### src/rtl/game_pkg.sv
// game_pkg: state encoding, winner codes and default timing for the round sequencer.
package game_pkg;
  typedef enum logic [2:0] {
    MENU     = 3'd0,
    PLAY     = 3'd1,
    DYING    = 3'd2,
    GAMEOVER = 3'd3,
    CLEAR    = 3'd4
  } state_t;
  localparam logic [1:0] WIN_NONE = 2'b00;
  localparam logic [1:0] WIN_P1   = 2'b01;
  localparam logic [1:0] WIN_P2   = 2'b10;
  localparam logic [1:0] WIN_DRAW = 2'b11;
  localparam int DEF_STEP_TICKS   = 5;
  localparam int DEF_ANIM_STEPS   = 5;
  localparam int DEF_GO_MIN_TICKS = 60;
  localparam int DEF_CLR_TICKS    = 2;
endpackage

### src/rtl/sync_edge.sv
// sync_edge: 2-flop synchronizer plus registered rising-edge pulse (3 cycles raw edge to pulse).
module sync_edge (
  input  logic Clk,
  input  logic Reset,
  input  logic din,
  output logic pulse
);
  logic [2:0] sr;
  always_ff @(posedge Clk) begin
    if (!Reset) begin
      sr    <= '0;
      pulse <= 1'b0;
    end else begin
      sr    <= {sr[1:0], din};
      pulse <= sr[1] & ~sr[2];
    end
  end
endmodule

### src/rtl/game_flow_ctrl.sv
// game_flow_ctrl: round sequencer (menu, play, death animation, game over, round clear).
module game_flow_ctrl
  import game_pkg::*;
#(
  parameter int STEP_TICKS   = DEF_STEP_TICKS,
  parameter int ANIM_STEPS   = DEF_ANIM_STEPS,
  parameter int GO_MIN_TICKS = DEF_GO_MIN_TICKS,
  parameter int CLR_TICKS    = DEF_CLR_TICKS
) (
  input  logic       Clk,
  input  logic       Reset,
  input  logic       frame_clk,
  input  logic       start_btn,
  input  logic       restart_btn,
  input  logic       tank1_alive,
  input  logic       tank2_alive,
  output logic [2:0] state_o,
  output logic       play_en,
  output logic       dying1,
  output logic       dying2,
  output logic [2:0] anim_step,
  output logic [1:0] winner,
  output logic       round_reset
);
  localparam int SW = $clog2(STEP_TICKS + 1);
  localparam int GW = $clog2(GO_MIN_TICKS + 1);
  localparam int CW = $clog2(CLR_TICKS + 1);
  logic tick, start_p, restart_p;
  state_t state, state_n;
  logic play_n, d1_n, d2_n, rr_n;
  logic [2:0] anim_n;
  logic [1:0] win_n;
  logic [SW-1:0] step_cnt, step_n;
  logic [GW-1:0] go_cnt, go_n;
  logic [CW-1:0] clr_cnt, clr_n;

  sync_edge u_tick    (.Clk(Clk), .Reset(Reset), .din(frame_clk),   .pulse(tick));
  sync_edge u_start   (.Clk(Clk), .Reset(Reset), .din(start_btn),   .pulse(start_p));
  sync_edge u_restart (.Clk(Clk), .Reset(Reset), .din(restart_btn), .pulse(restart_p));

  assign state_o = state;

  always_ff @(posedge Clk) begin
    if (!Reset) begin
      state       <= MENU;
      play_en     <= 1'b0;
      dying1      <= 1'b0;
      dying2      <= 1'b0;
      anim_step   <= '0;
      winner      <= WIN_NONE;
      round_reset <= 1'b0;
      step_cnt    <= '0;
      go_cnt      <= '0;
      clr_cnt     <= '0;
    end else begin
      state       <= state_n;
      play_en     <= play_n;
      dying1      <= d1_n;
      dying2      <= d2_n;
      anim_step   <= anim_n;
      winner      <= win_n;
      round_reset <= rr_n;
      step_cnt    <= step_n;
      go_cnt      <= go_n;
      clr_cnt     <= clr_n;
    end
  end

  always_comb begin
    state_n = state;
    play_n  = play_en;
    d1_n    = dying1;
    d2_n    = dying2;
    anim_n  = anim_step;
    win_n   = winner;
    rr_n    = round_reset;
    step_n  = step_cnt;
    go_n    = go_cnt;
    clr_n   = clr_cnt;
    case (state)
      MENU: if (start_p) begin
        state_n = PLAY;
        play_n  = 1'b1;
      end
      PLAY: if (!tank1_alive || !tank2_alive) begin
        state_n = DYING;
        play_n  = 1'b0;
        d1_n    = !tank1_alive;
        d2_n    = !tank2_alive;
        win_n   = (!tank1_alive && !tank2_alive) ? WIN_DRAW : !tank1_alive ? WIN_P2 : WIN_P1;
        anim_n  = '0;
        step_n  = '0;
      end
      DYING: if (tick) begin
        if (anim_step == 3'(ANIM_STEPS)) begin
          state_n = GAMEOVER;
          go_n    = '0;
        end else if (step_cnt == SW'(STEP_TICKS - 1)) begin
          step_n = '0;
          anim_n = anim_step + 3'd1;
        end else
          step_n = step_cnt + SW'(1);
      end
      GAMEOVER: begin
        if (tick && go_cnt != GW'(GO_MIN_TICKS)) go_n = go_cnt + GW'(1);
        // restart is only honoured once the screen has been held long enough; earlier presses are lost
        if (restart_p && go_cnt == GW'(GO_MIN_TICKS)) begin
          state_n = CLEAR;
          rr_n    = 1'b1;
          clr_n   = '0;
        end
      end
      CLEAR: if (tick) begin
        if (clr_cnt == CW'(CLR_TICKS - 1)) begin
          state_n = MENU;
          rr_n    = 1'b0;
          d1_n    = 1'b0;
          d2_n    = 1'b0;
          win_n   = WIN_NONE;
          anim_n  = '0;
        end else
          clr_n = clr_cnt + CW'(1);
      end
      default: state_n = MENU;
    endcase
  end
endmodule

### config.mk
export PLATFORM = sky130hd
export DESIGN_NAME = game_flow_ctrl
export DESIGN_NICKNAME = d
export VERILOG_FILES = /design/src/rtl/game_pkg.sv /design/src/rtl/sync_edge.sv /design/src/rtl/game_flow_ctrl.sv
export SDC_FILE = /design/constraint.sdc
export NUM_CORES = 1
export LEC_CHECK = 0
export ABC_AREA = 1
export BUFFER_PORTS_ARGS = -buffer_cell sky130_fd_sc_hd__buf_4
export CORE_UTILIZATION = 30
export CTS_CLUSTER_DIAMETER = 120
export DETAILED_ROUTE_END_ITERATION = 8
export GPL_ROUTABILITY_DRIVEN = 0
export SLEW_MARGIN = 20
export SYNTH_ARGS = -nofsm -noshare
export SYNTH_HDL_FRONTEND = slang
export SYNTH_SLANG_ARGS = --single-unit
### constraint.sdc
create_clock -name Clk -period 2.39 [get_ports Clk]
set_clock_uncertainty 0.05 [all_clocks]
set_input_delay 0.478 -clock Clk [delete_from_list [all_inputs] [get_ports Clk]]
set_output_delay 0.478 -clock Clk [all_outputs]
set_load 0.05 [all_outputs]
* Word-level counts from Yosys, hierarchy flattened *
Cells that the tools add are included.

word-level totals
  bits of input ports = 7
  register bits after elaboration = 35

cells by class
  equality and inequality tests = 20
  multiplexer cells = 42
  bitwise gates (word level) = 6
  add/sub/neg operators = 4
  reduce and logical (&&, ||, !) cells = 21

operators with widths
  cell                   number
  $mux W3                14
  $reduce_and A4 Y1      5
  $mux W6                3
  $mux W2                8
  $ne A2 B2 Y1 const B   8
  $pmux W3 S5            1
  $reduce_and A7 Y1      2
  $pmux W6 S2            1
  $reduce_bool A2 Y1     5
  $eq A3 B3 Y1 const B   3
  $pmux W3 S3            1
  $pmux W1 S2            4
  $pmux W2 S2            2
  $mux W1                7
  $add A3 B1 Y3 const B  2
  $add A6 B1 Y6 const B  1
  $eq A3 B2 Y1 const B   2
  $eq A6 B6 Y1 const B   1
  $ne A2 B1 Y1 const B   3
  $ne A6 B6 Y1 const B   1
  $pmux W3 S2            1
  $and A1 B1 Y1          3
  $eq A3 B1 Y1 const B   1
  $logic_and A1 B1 Y1    3
  other kinds (8)        11

* Longest topological paths before layout *
Gate-level depths: netlist (run 1).

  word-level depth = 5
  mapped depth = 11
  gate-level depth less buffers = 11

* Cells and area by module *
From an unflattened synthesis (run 1), not the netlist that was laid out.

unflattened totals
  cells, all modules = 232
  area total of the unflattened synthesis = 1670.4 um^2

by module, submodules not included
  module          cells an instance  area each (um^2)  sequential area each (um^2)  instances
  game_flow_ctrl  199                1343.8            460.4                        1
  sync_edge       11                 108.9             80.1                         3

* Worst setup path after synthesis (run 1) *
OpenSTA, ideal clock, no wires.

  path type = reg-to-reg
  start = register anim_step[0]
  end = register state[0] (netlist: state_o[0])
  buffers on the path = 0
  cell stages (with the launch flop) = 9
  library setup time = 113 ps
  slack = 674 ps
  arrival time = 1553 ps
  cells stage by stage = dfxtp_1 ha_1 nand3_1 nand3_1 nand2_1 nor2_1 nand2_2 nor2_1 nor2_1

between the ends
  word-level cells in the longest chain between the ends = 3

RTL lines
  item                         RTL line              source
  from (decl)                  game_flow_ctrl.sv:21  output logic [2:0] anim_step,
  from (signal assigned)       game_flow_ctrl.sv:60  anim_step <= anim_n;
  $eq A3 B3 Y1                 game_flow_ctrl.sv:95  if (anim_step == 3'(ANIM_STEPS)) begin
  $ne A2 B2 Y1 (no line)       n/a
  $reduce_and A7 Y1 (no line)  n/a
  to (signal assigned)         game_flow_ctrl.sv:56  state <= state_n;
  to (decl)                    game_flow_ctrl.sv:29  state_t state, state_n;

Every way passes these cells.
A chain may end at the register's enable or synchronous reset.

* Final worst setup path (run 1) *
  start = register state[1] (netlist: state_o[1])
  end = output state_o[1]

RTL lines
  item       RTL line              source
  to (decl)  game_flow_ctrl.sv:17  output logic [2:0] state_o,

No word-level cell between the ends.

==> impl_metrics.yaml, run 1 <==
power_and_ir_drop:
  p_leak_uw: 0.000973
  power_density_nw_per_um2: 922
  vdd_ir_drop_max_mv: 0.502
floorplan:
  floorplan.core_area_um2: 5540
  ios: 19
  floorplan.die.height_um: 78.3
  area_of_the_die_um2: 6120
  initial_utilization_pct: 31.5
  placement_rows: 27
  die_w_um: 78.3
critical_path:
  worst_path_max_delay_cell: "dfxtp_1"
  cp_cell_sequence: "buf_4"
  reg2reg_from: "state_o[1]$_SDFFE_PN0P_"
  cp_top_family: "flip-flops"
  crit_path_end_kind: "output pin"
  timing.critical_path.slowest_cell_delay_ps: 620
  ff2ff_path_depth: 7
  critPathBufInv: 1
  worstSetupStartpointType: "register"
  worstSetupStartpoint: "state_o[1]$_SDFFE_PN0P_"
  worstPathRequired_ps: 1860
  criticalPathCategory: "register to output pin"
  critical_path_cell_count: 1
  cp.arrival_ps: 1200
  crit_path_max_fanout: 8
  rrSetupSlack_ps: 750
  worstReg2RegEnd: "anim_step[1]$_SDFFE_PN0P_"
  crit_path_end: "state_o[1]"
clocking:
  postCtsHoldBufs: 0
  ctsResizeCount: 0
  ctsLongestPathBuffers: 2
  htreeDepth: 2
  clock_tree.root_cell: "clkbuf_8"
  postCtsSetupBuffers: 0
  clkSlewWorstSetupHoldPaths_ps: 70
  cts-buffers-inserted: 5
  clk_latency_ps: 280
  cts_num_sinks: 35
  cts_tree: "yes"
synthesis:
  synth_compound_area_share_pct: 9.40
  synth.area.top_cells: "dfxtp_1, nand2_1, inv_1, nor2_1, ha_1"
  yosys-mux-area-fraction_pct: 0
  synth_top_area_share_pct: 40.2
  synth_top_family_by_area: "simple AND/OR/NAND/NOR gates"
  synth_simple_gate_area_share_pct: 34.9
  syn_inst: 234
  area_share_of_fa_ha_maj_cells_after_synthesis_pct: 5.02
  mappedNetlistNets: 248
  syn-cell-area_um2: 1740
  synthesis.yosys.warnings: 0
  post_synth_num_cell_types: 30
  synth.avg_cell_area_um2: 7.45
  ys_seq_elements: 35
  yosysTopAreaCell: "dfxtp_1"
  yosys.area_share.xor_xnor_pct: 1.51
  register_area_share_after_synthesis_pct: 40.2
timing:
  final.min_clock_period_ps: 1730
  timing.slew.headroom_pct: 67.6
  grt_setup_unrepaired: "no"
  fin_setup_tns_ps: 0
  hold_violations: 0
  max_freq_mhz: 579
  finalSetupViolations: 0
  tightestPinTransition_ps: 485
  report.final.slew_viol_count: 0
  timing.final.crit_share_pct: 72.3
drt:
  drt-vias-per-instance: 4.32
  postRouteWirelength_mm: 3.35
  drtAntennaViolNets: 0
  route.vias.total: 1413
  remaining_drc_errors: 0
  drt_pass1_iterations: 4
  avgRoutedWirePerCell_um: 10.3
  initial_drc_count: 50
hold_path:
  hold_depth: 3
  hold_wc_startpoint: "restart_btn"
  holdCritPathClass: "input pin to register"
global_routing:
  antenna_violations_before_repair: 0
  via_count_of_the_first_global_routing_pass: 1281
  grt_max_degree: 21
  track_usage_pct: 11.9
  grt_pass1_wl_mm: 5.70
  grt-ovfl-total: 0
placement:
  placedCellCount: 320
  hpwl_mm: 2.46
  place.port_buffers: 18
cells_and_area:
  final_cells: 327
  antenna_cells_inserted: 0
  synthToLayoutAreaGrowth_pct: 16.7
  layout.cells.most_common: "nand2_1"
  num-nets-final: 269
  layout-drive-gt1-share_pct: 20.8
  final_cell_mix: "nand2_1, dfxtp_1, inv_1"
status:
  run_status: "completed"
job:
  cap_violations: 0
sequential cells by signal, indices dropped and copies added (netlist names):
signal / cells
winner: 2
u_tick.sr: 3
state_o: 3
play_en: 1
u_start.pulse: 1
dying1: 1
u_tick.pulse: 1
go_cnt: 6
u_start.sr: 3
round_reset: 1
anim_step: 3
u_restart.sr: 3
step_cnt: 3
u_restart.pulse: 1
clr_cnt: 2
dying2: 1
metal layers:
| layer | GRT usage, % | wire (µm) | up-vias |
|---|---|---|---|
| met5 | 0 | 0 | - |
| met4 | 5.19 | 49 | 0 |
| met3 | 3.02 | 116 | 5 |
| met2 | 18.0 | 1480 | 19 |
| met1 | 15.8 | 1710 | 624 |
| li1 | - | - | 765 |
area by class of cell:
class	count	area (µm²)
fill	613	3500
multi-input combinational	160	886
sequential	35	701
inverter	35	136
timing repair buffer	18	135
tap	72	90.1
clock buffer	6	82.6
clock inverter	1	5.00
tightest hold or removal path: stages:
cell	delay [ps]
buf_4	70
nand2_1	40
inv_1	40
worst min-delay path by stage:
| stage | to | slack (ps) |
|---|---|---|
| after floorplan | u_restart.pulse$_SDFF_PN0_ | 320 |
| after global placement | u_tick.pulse$_SDFF_PN0_ | 320 |
| after detailed placement | u_start.pulse$_SDFF_PN0_ | 330 |
| after CTS | u_restart.sr[0]$_SDFF_PN0_ | 320 |
| after global routing | u_start.sr[0]$_SDFF_PN0_ | 320 |
| final | u_restart.sr[0]$_SDFF_PN0_ | 330 |
report_power, final:
group | total [µW] | switching (µW) | internal [µW] | leakage [µW]
clock | 423 | 197 | 226 | 0.0000470
sequential | 724 | 79.2 | 645 | 0.000285
combinational | 729 | 495 | 234 | 0.000641
total | 1880 | 771 | 1110 | 0.000973
logic make-up (layout without fill, tap and decap cells):
family,after synthesis,count (layout)
adder cells (fa/ha/maj),7,7
buffers and inverters,39,60
AO/OA/AOI/OAI,26,26
XOR/XNOR,3,3
flip-flops,35,35
AND/OR/NAND/NOR,124,124
per-stage QoR:
step / hold WS, ps / total power (µW) / instance area (µm²) / utilization (%) / setup WS (ps)
2_1_floorplan: 318 / 1320 / 1740 / - / 674
3_3_place_gp: 322 / 1460 / 1950 / 35.2 / 828
3_5_place_dp: 327 / 1460 / 1950 / 35.2 / 776
4_1_cts: 321 / 1900 / 2040 / 36.7 / 658
5_1_grt: 325 / 2000 / 2040 / 36.7 / 607
6_report: 329 / 1880 / 2040 / 36.7 / 662
synth_stat cells (all sizes together):
master,number
nand2,66
dfxtp,35
inv,35
nor2,35
a21oi,19
nand3,14
ha,7
o21ai,6
buf,3
nand3b,3
nor3,3
nand4,2
xnor2,2
a31o,1
clkbuf,1
nor3b,1
xor2,1
Note: power is estimated with default switching activity, not from simulation.
==> run 2, diff against run 1 <==
==> constraint.sdc (replaced) <==
create_clock -name Clk -period 1.5 [get_ports Clk]
set_clock_uncertainty 0.05 [all_clocks]
set_input_delay 0.3 -clock Clk [delete_from_list [all_inputs] [get_ports Clk]]
set_output_delay 0.3 -clock Clk [all_outputs]
set_load 0.05 [all_outputs]
==> impl_metrics.yaml, run 2 (synthesis gave the netlist of run 1 again) <==
status:
  run_status: "completed"
global_routing:
  grt-ovfl-total: 0
  track_usage_pct: 11.6
  antenna_violations_before_repair: 0
  grt_max_degree: 21
  via_count_of_the_first_global_routing_pass: 1273
  grt_pass1_wl_mm: 5.60
drt:
  drt-vias-per-instance: 4.34
  avgRoutedWirePerCell_um: 10.3
  route.vias.total: 1468
  postRouteWirelength_mm: 3.47
  remaining_drc_errors: 0
  drtAntennaViolNets: 0
  initial_drc_count: 52
  drt_pass1_iterations: 4
power_and_ir_drop:
  vdd_ir_drop_max_mv: 1.02
  power_density_nw_per_um2: 1550
  p_leak_uw: 0.00105
clocking:
  ctsLongestPathBuffers: 2
  cts-buffers-inserted: 5
  clock_tree.root_cell: "clkbuf_8"
  cts_num_sinks: 35
  htreeDepth: 2
  postCtsHoldBufs: 0
  clk_latency_ps: 290
  cts_tree: "yes"
  clkSlewWorstSetupHoldPaths_ps: 70
critical_path:
  cp_cell_sequence: "nor2_4 > nand2_4 > o21ai_2 > inv_2 > nor2_4 > buf_4 > o21ai_1 > nor2_1"
  criticalPathCategory: "register to register"
  cp.arrival_ps: 1630
  worstSetupStartpointType: "register"
  worstPathRequired_ps: 1670
  crit_path_max_fanout: 8
  crit_path_frequent_cell: "nor2_4"
  timing.critical_path.slowest_cell_delay_ps: 380
  worst_path_max_delay_cell: "dfxtp_4"
  crit_path_end_kind: "register"
timing:
  grt_setup_unrepaired: "yes"
  max_freq_mhz: 683
  final.min_clock_period_ps: 1460
  report.final.slew_viol_count: 0
  tightestPinTransition_ps: 454
  timing.slew.headroom_pct: 69.7
  fin_setup_tns_ps: 0
  finalSetupViolations: 0
  timing.final.crit_share_pct: 97.6
  hold_violations: 0
placement:
  place.port_buffers: 18
  hpwl_mm: 2.40
  placedCellCount: 321
  dpl-instance-area_um2: 1970
cells_and_area:
  final_cell_mix: "nand2_1, inv_1, buf_4"
  final_cells: 338
  num-nets-final: 279
  largest_register_ffs: 6
  finish.instance_area_um2: 2230
  layout-drive-gt1-share_pct: 30.1
  antenna_cells_inserted: 0
  max_flop_register: "go_cnt"
  synthToLayoutAreaGrowth_pct: 27.6
  layout.cells.most_common: "nand2_1"
job:
  cap_violations: 0
floorplan:
  initial_utilization_pct: 31.5
  floorplan.core_area_um2: 5540
  floorplan.die.height_um: 78.3
  placement_rows: 27
  area_of_the_die_um2: 6120
  die_w_um: 78.3
  ios: 19
hold_path:
  holdCritPathClass: "input pin to register"
run 2: changes by cell type in the layout (fill, tap and decap cells not counted), moves of 2 or more:
cell     change
buf_4       +10
dfxtp_1      -8
dfxtp_4      +5
dfxtp_2      +3
inv_1        -3
inv_2        +3
ha_1         -2
ha_4         +2
nor2_1       -2
nor2_4       +2
run 2: critical path, delay by kind of cell, from the launching register on:
kind / cells / cell delay [ps]
DFF: 1 / 380
AOI/OAI and AO/OA: 2 / 190
and+or+nand+nor: 4 / 570
buffers and inverters: 2 / 190
run 2: layout make-up:
cell class                 instances  area, µm²
fill                             582       3310
multi-input combinational        160        938
sequential                        35        723
timing repair buffer              28        210
inverter                          35        136
clock buffer                       7       97.6
tap                               72       90.1
clock inverter                     1       30.0
run 2: repair_timing:
item | 4_1_cts | 5_1_grt
endpoints found under the setup margin | 0 | 11
setup buffers | 0 | 9
resized for setup | 0 | 19
run 2: path summary, 6_finish.rpt:
check                          startpoint                  endpoint  slack, ps  cells after the start
hold reg to reg   u_tick.sr[2]$_SDFF_PN0_   u_tick.pulse$_SDFF_PN0_        330                      1
setup reg to reg  state_o[2]$_SDFFE_PN0P_  step_cnt[0]$_SDFFE_PN0P_         40                      8
setup / recovery  state_o[2]$_SDFFE_PN0P_  step_cnt[0]$_SDFFE_PN0P_         40                      8
hold / removal                  start_btn  u_start.sr[0]$_SDFF_PN0_        140                      3
run 2: through the flow:
step	hold slack [ps]	power [µW]	util, %	setup slack [ps]
finish	145	3460	40.2	36.1
global route	141	3690	40.2	-74.5
CTS	137	3310	37.9	40.4
detailed placement	329	2350	35.5	61.9
global placement	321	2350	35.5	87.7
floorplan	318	2110	-	4.11
run 2: power breakdown:
part           total [µW]  switching (µW)  leakage [µW]  internal [µW]
combinational        1340             854      0.000699            489
sequential           1170             127      0.000290           1050
clock                 938             341     0.0000636            597
run 2: metal layers:
metal	wire [µm]	track usage, %	vias to the layer above	share of wire (%)
li1	-	-	793	-
met1	1740	14.8	655	50
met2	1580	18.8	16	46
met3	108	3.37	4	3.1
met4	34	3.89	0	0.98
met5	0	0	-	0
==> run 3, diff against run 2 <==
--- a/config.mk
+++ b/config.mk
@@ -5,12 +5,14 @@
 export SDC_FILE = /design/constraint.sdc
 export NUM_CORES = 1
 export LEC_CHECK = 0
-export ABC_AREA = 1
 export BUFFER_PORTS_ARGS = -buffer_cell sky130_fd_sc_hd__buf_4
+export CELL_PAD_IN_SITES_DETAIL_PLACEMENT = 0
+export CELL_PAD_IN_SITES_GLOBAL_PLACEMENT = 1
 export CORE_UTILIZATION = 30
 export CTS_CLUSTER_DIAMETER = 120
 export DETAILED_ROUTE_END_ITERATION = 8
 export GPL_ROUTABILITY_DRIVEN = 0
+export PLACE_DENSITY_LB_ADDON = 0.1
 export SLEW_MARGIN = 20
 export SYNTH_ARGS = -nofsm -noshare
 export SYNTH_HDL_FRONTEND = slang
==> impl_metrics.yaml, run 3 <==
synthesis:
  mappedNetlistNets: 194
  syn_inst: 180
  synth.area.top_cells: "dfxtp_1, ha_1, nand2_1, a21oi_1, and2_1"
  synth_top_flop_cell: "dfxtp_1"
  async_flop_share_pct: 0
  yosys-top-cells-count: "dfxtp_1, nand2_1, a21oi_1"
  synth.avg_cell_area_um2: 8.95
  syn-cell-area_um2: 1610
  synthesis.yosys.warnings: 0
  synth_most_common_cell: "dfxtp_1"
  yosysTopAreaCell: "dfxtp_1"
  synth_top_area_share_pct: 43.5
  register_area_share_after_synthesis_pct: 43.5
  post_synth_num_cell_types: 47
  synth-edff-count: 0
  ys_seq_elements: 35
placement:
  hpwl_mm: 2.75
  dpl_worst_slack_ps: -61.0
  place.port_buffers: 18
critical_path:
  crit_path_max_fanout: 4
  cp.arrival_ps: 1600
  criticalPathCategory: "register to register"
  worstReg2RegEnd: "state_o[0]$_SDFFE_PN0P_"
  critPathBufInv: 1
  cp_top_family: "compound AO/OA/AOI/OAI gates"
  worst_path_max_delay_cell: "a2111o_1"
  worstSetupStartpointType: "register"
  worstPathRequired_ps: 1670
  cp_cell_sequence: "inv_2 > ha_2 > and3_4 > o32ai_4 > a2111o_1 > a21oi_2"
  reg2reg_from: "clr_cnt[1]$_SDFFE_PN0P_"
  ff2ff_path_depth: 6
  rrSetupSlack_ps: 70
  timing.critical_path.slowest_cell_delay_ps: 320
  crit_path_end_kind: "register"
power_and_ir_drop:
  power.net_switching_uw: 656
  p_comb_share_pct: 21.9
  power_density_nw_per_um2: 968
  pwr-share-seq_pct: 46.1
  switching_part_of_the_total_pct: 30.4
  p_leak_uw: 0.000893
  vdd_ir_drop_max_mv: 0.471
  internal-power_uw: 1500
  clockPowerShare_pct: 32.0
timing:
  hold_violations: 0
  timing.final.ws_setup_ps: 66.2
  finalSetupViolations: 0
  grt_setup_unrepaired: "yes"
  tightestPinTransition_ps: 326
  finalHoldWorstSlack_ps: 162
  report.final.slew_viol_count: 0
  max_freq_mhz: 697
  final.min_clock_period_ps: 1430
  timing.slew.headroom_pct: 78.2
  timing.final.crit_share_pct: 95.6
  fin_setup_tns_ps: 0
floorplan:
  placement_rows: 26
  die_w_um: 75.3
  ios: 19
  floorplan.core_area_um2: 5140
  initial_utilization_pct: 31.4
  area_of_the_die_um2: 5670
  floorplan.die.height_um: 75.3
clocking:
  ctsLongestPathBuffers: 2
  clkSlewWorstSetupHoldPaths_ps: 80
  htreeDepth: 2
  cts-buffers-inserted: 5
  clk_latency_ps: 290
  cts_tree: "yes"
  cts_num_sinks: 35
  postCtsHoldBufs: 0
  clock_tree.root_cell: "clkbuf_8"
global_routing:
  grt_pass1_wl_mm: 6.18
  via_count_of_the_first_global_routing_pass: 1304
  grt-ovfl-total: 0
  track_usage_pct: 14.8
  antenna_violations_before_repair: 0
  grt_max_degree: 17
cells_and_area:
  layout.cells.most_common: "buf_4"
  antenna_cells_inserted: 0
  max_flop_register: "go_cnt"
  num-nets-final: 245
  synthToLayoutAreaGrowth_pct: 38.4
  layout-drive-gt1-share_pct: 37.1
  final_cell_mix: "buf_4, dfxtp_1, nand2_1"
  largest_register_ffs: 6
hold_path:
  holdCritPathClass: "input pin to register"
  hold_depth: 2
  hold_wc_startpoint: "restart_btn"
  worst_hold_path.endpoint: "u_restart.sr[0]$_SDFF_PN0_"
drt:
  drtAntennaViolNets: 0
  avgRoutedWirePerCell_um: 13.1
  initial_drc_count: 83
  drt-vias-per-instance: 4.97
  postRouteWirelength_mm: 3.97
  route.vias.total: 1502
  drt_pass1_iterations: 4
  remaining_drc_errors: 0
status:
  run_status: "completed"
job:
  cap_violations: 0
## run 3: cell count changes in the layout (fill, tap and decap cells not counted), sizes merged, moves of 4 or more
cell and change:
nor2b +5, buf +23, nand3 -5, inv -24, a31oi +4, and2 +9
nor2 -31, nand2 -45, a21oi -5
## run 3: worst max path at each step
stage | startpoint | endpoint | slack [ps] | cells after the start
3_5_place_dp | clr_cnt[0]$_SDFFE_PN0P_ | state_o[0]$_SDFFE_PN0P_ | -60 | 5
6_report | clr_cnt[1]$_SDFFE_PN0P_ | state_o[0]$_SDFFE_PN0P_ | 70 | 6
5_1_grt | anim_step[1]$_SDFFE_PN0P_ | step_cnt[1]$_SDFFE_PN0P_ | -30 | 6
4_1_cts | state_o[1]$_SDFFE_PN0P_ | go_cnt[1]$_SDFFE_PN0P_ | 4 | 4
3_3_place_gp | clr_cnt[1]$_SDFFE_PN0P_ | state_o[0]$_SDFFE_PN0P_ | 10 | 6
2_1_floorplan | state_o[1]$_SDFFE_PN0P_ | go_cnt[1]$_SDFFE_PN0P_ | -20 | 5
## run 3: per-layer routing
layer	GRT usage (%)	vias up	wire (µm)	share of wire, %
li1	-	753	-	-
met1	18.9	720	1910	48
met2	23.8	24	1880	47
met3	3.97	5	121	3.0
met4	5.56	0	58	1.5
met5	0	-	0	0
## run 3: repair_timing
| item | 4_1_cts | 5_1_grt |
|---|---|---|
| resized for setup | 4 | 17 |
| endpoints found under the setup margin | 2 | 10 |
| pin swaps | 2 | 12 |
| setup buffers | 3 | 10 |
## run 3: cells by family after synthesis
kind of cell    synth area share (%)
simple gates                    28.1
compound gates                  17.0
flops                           43.5
buf+inv                         4.74
fa+ha+maj                       5.43
mux                             1.24
## run 3: final cells by class
class,instances,area (µm²)
fillers,532,2910
multi-input cells,128,912
flip-flops and latches,35,722
repair buffers,51,384
well taps,70,87.6
clock buffers,5,68.8
inverters,10,37.5
clock inverters,3,18.8
## run 3: metrics by stage
stage	instance area, µm²	util [%]	total power, µW	cells
final	2230	43.4	2160	302
after global routing	2230	43.4	2270	302
after CTS	2100	40.9	2130	292
after detailed placement	1970	38.4	1400	281
after global placement	1970	38.4	1400	281
after floorplan	1640	-	1270	180
## run 3: power by group through the flow
stage,clock (µW),sequential [µW],combinational (µW)
floorplan,0,1090,179
finish,690,996,473
detailed placement,0,1030,369
CTS,718,1000,413
global route,756,1000,508
global placement,0,1030,368
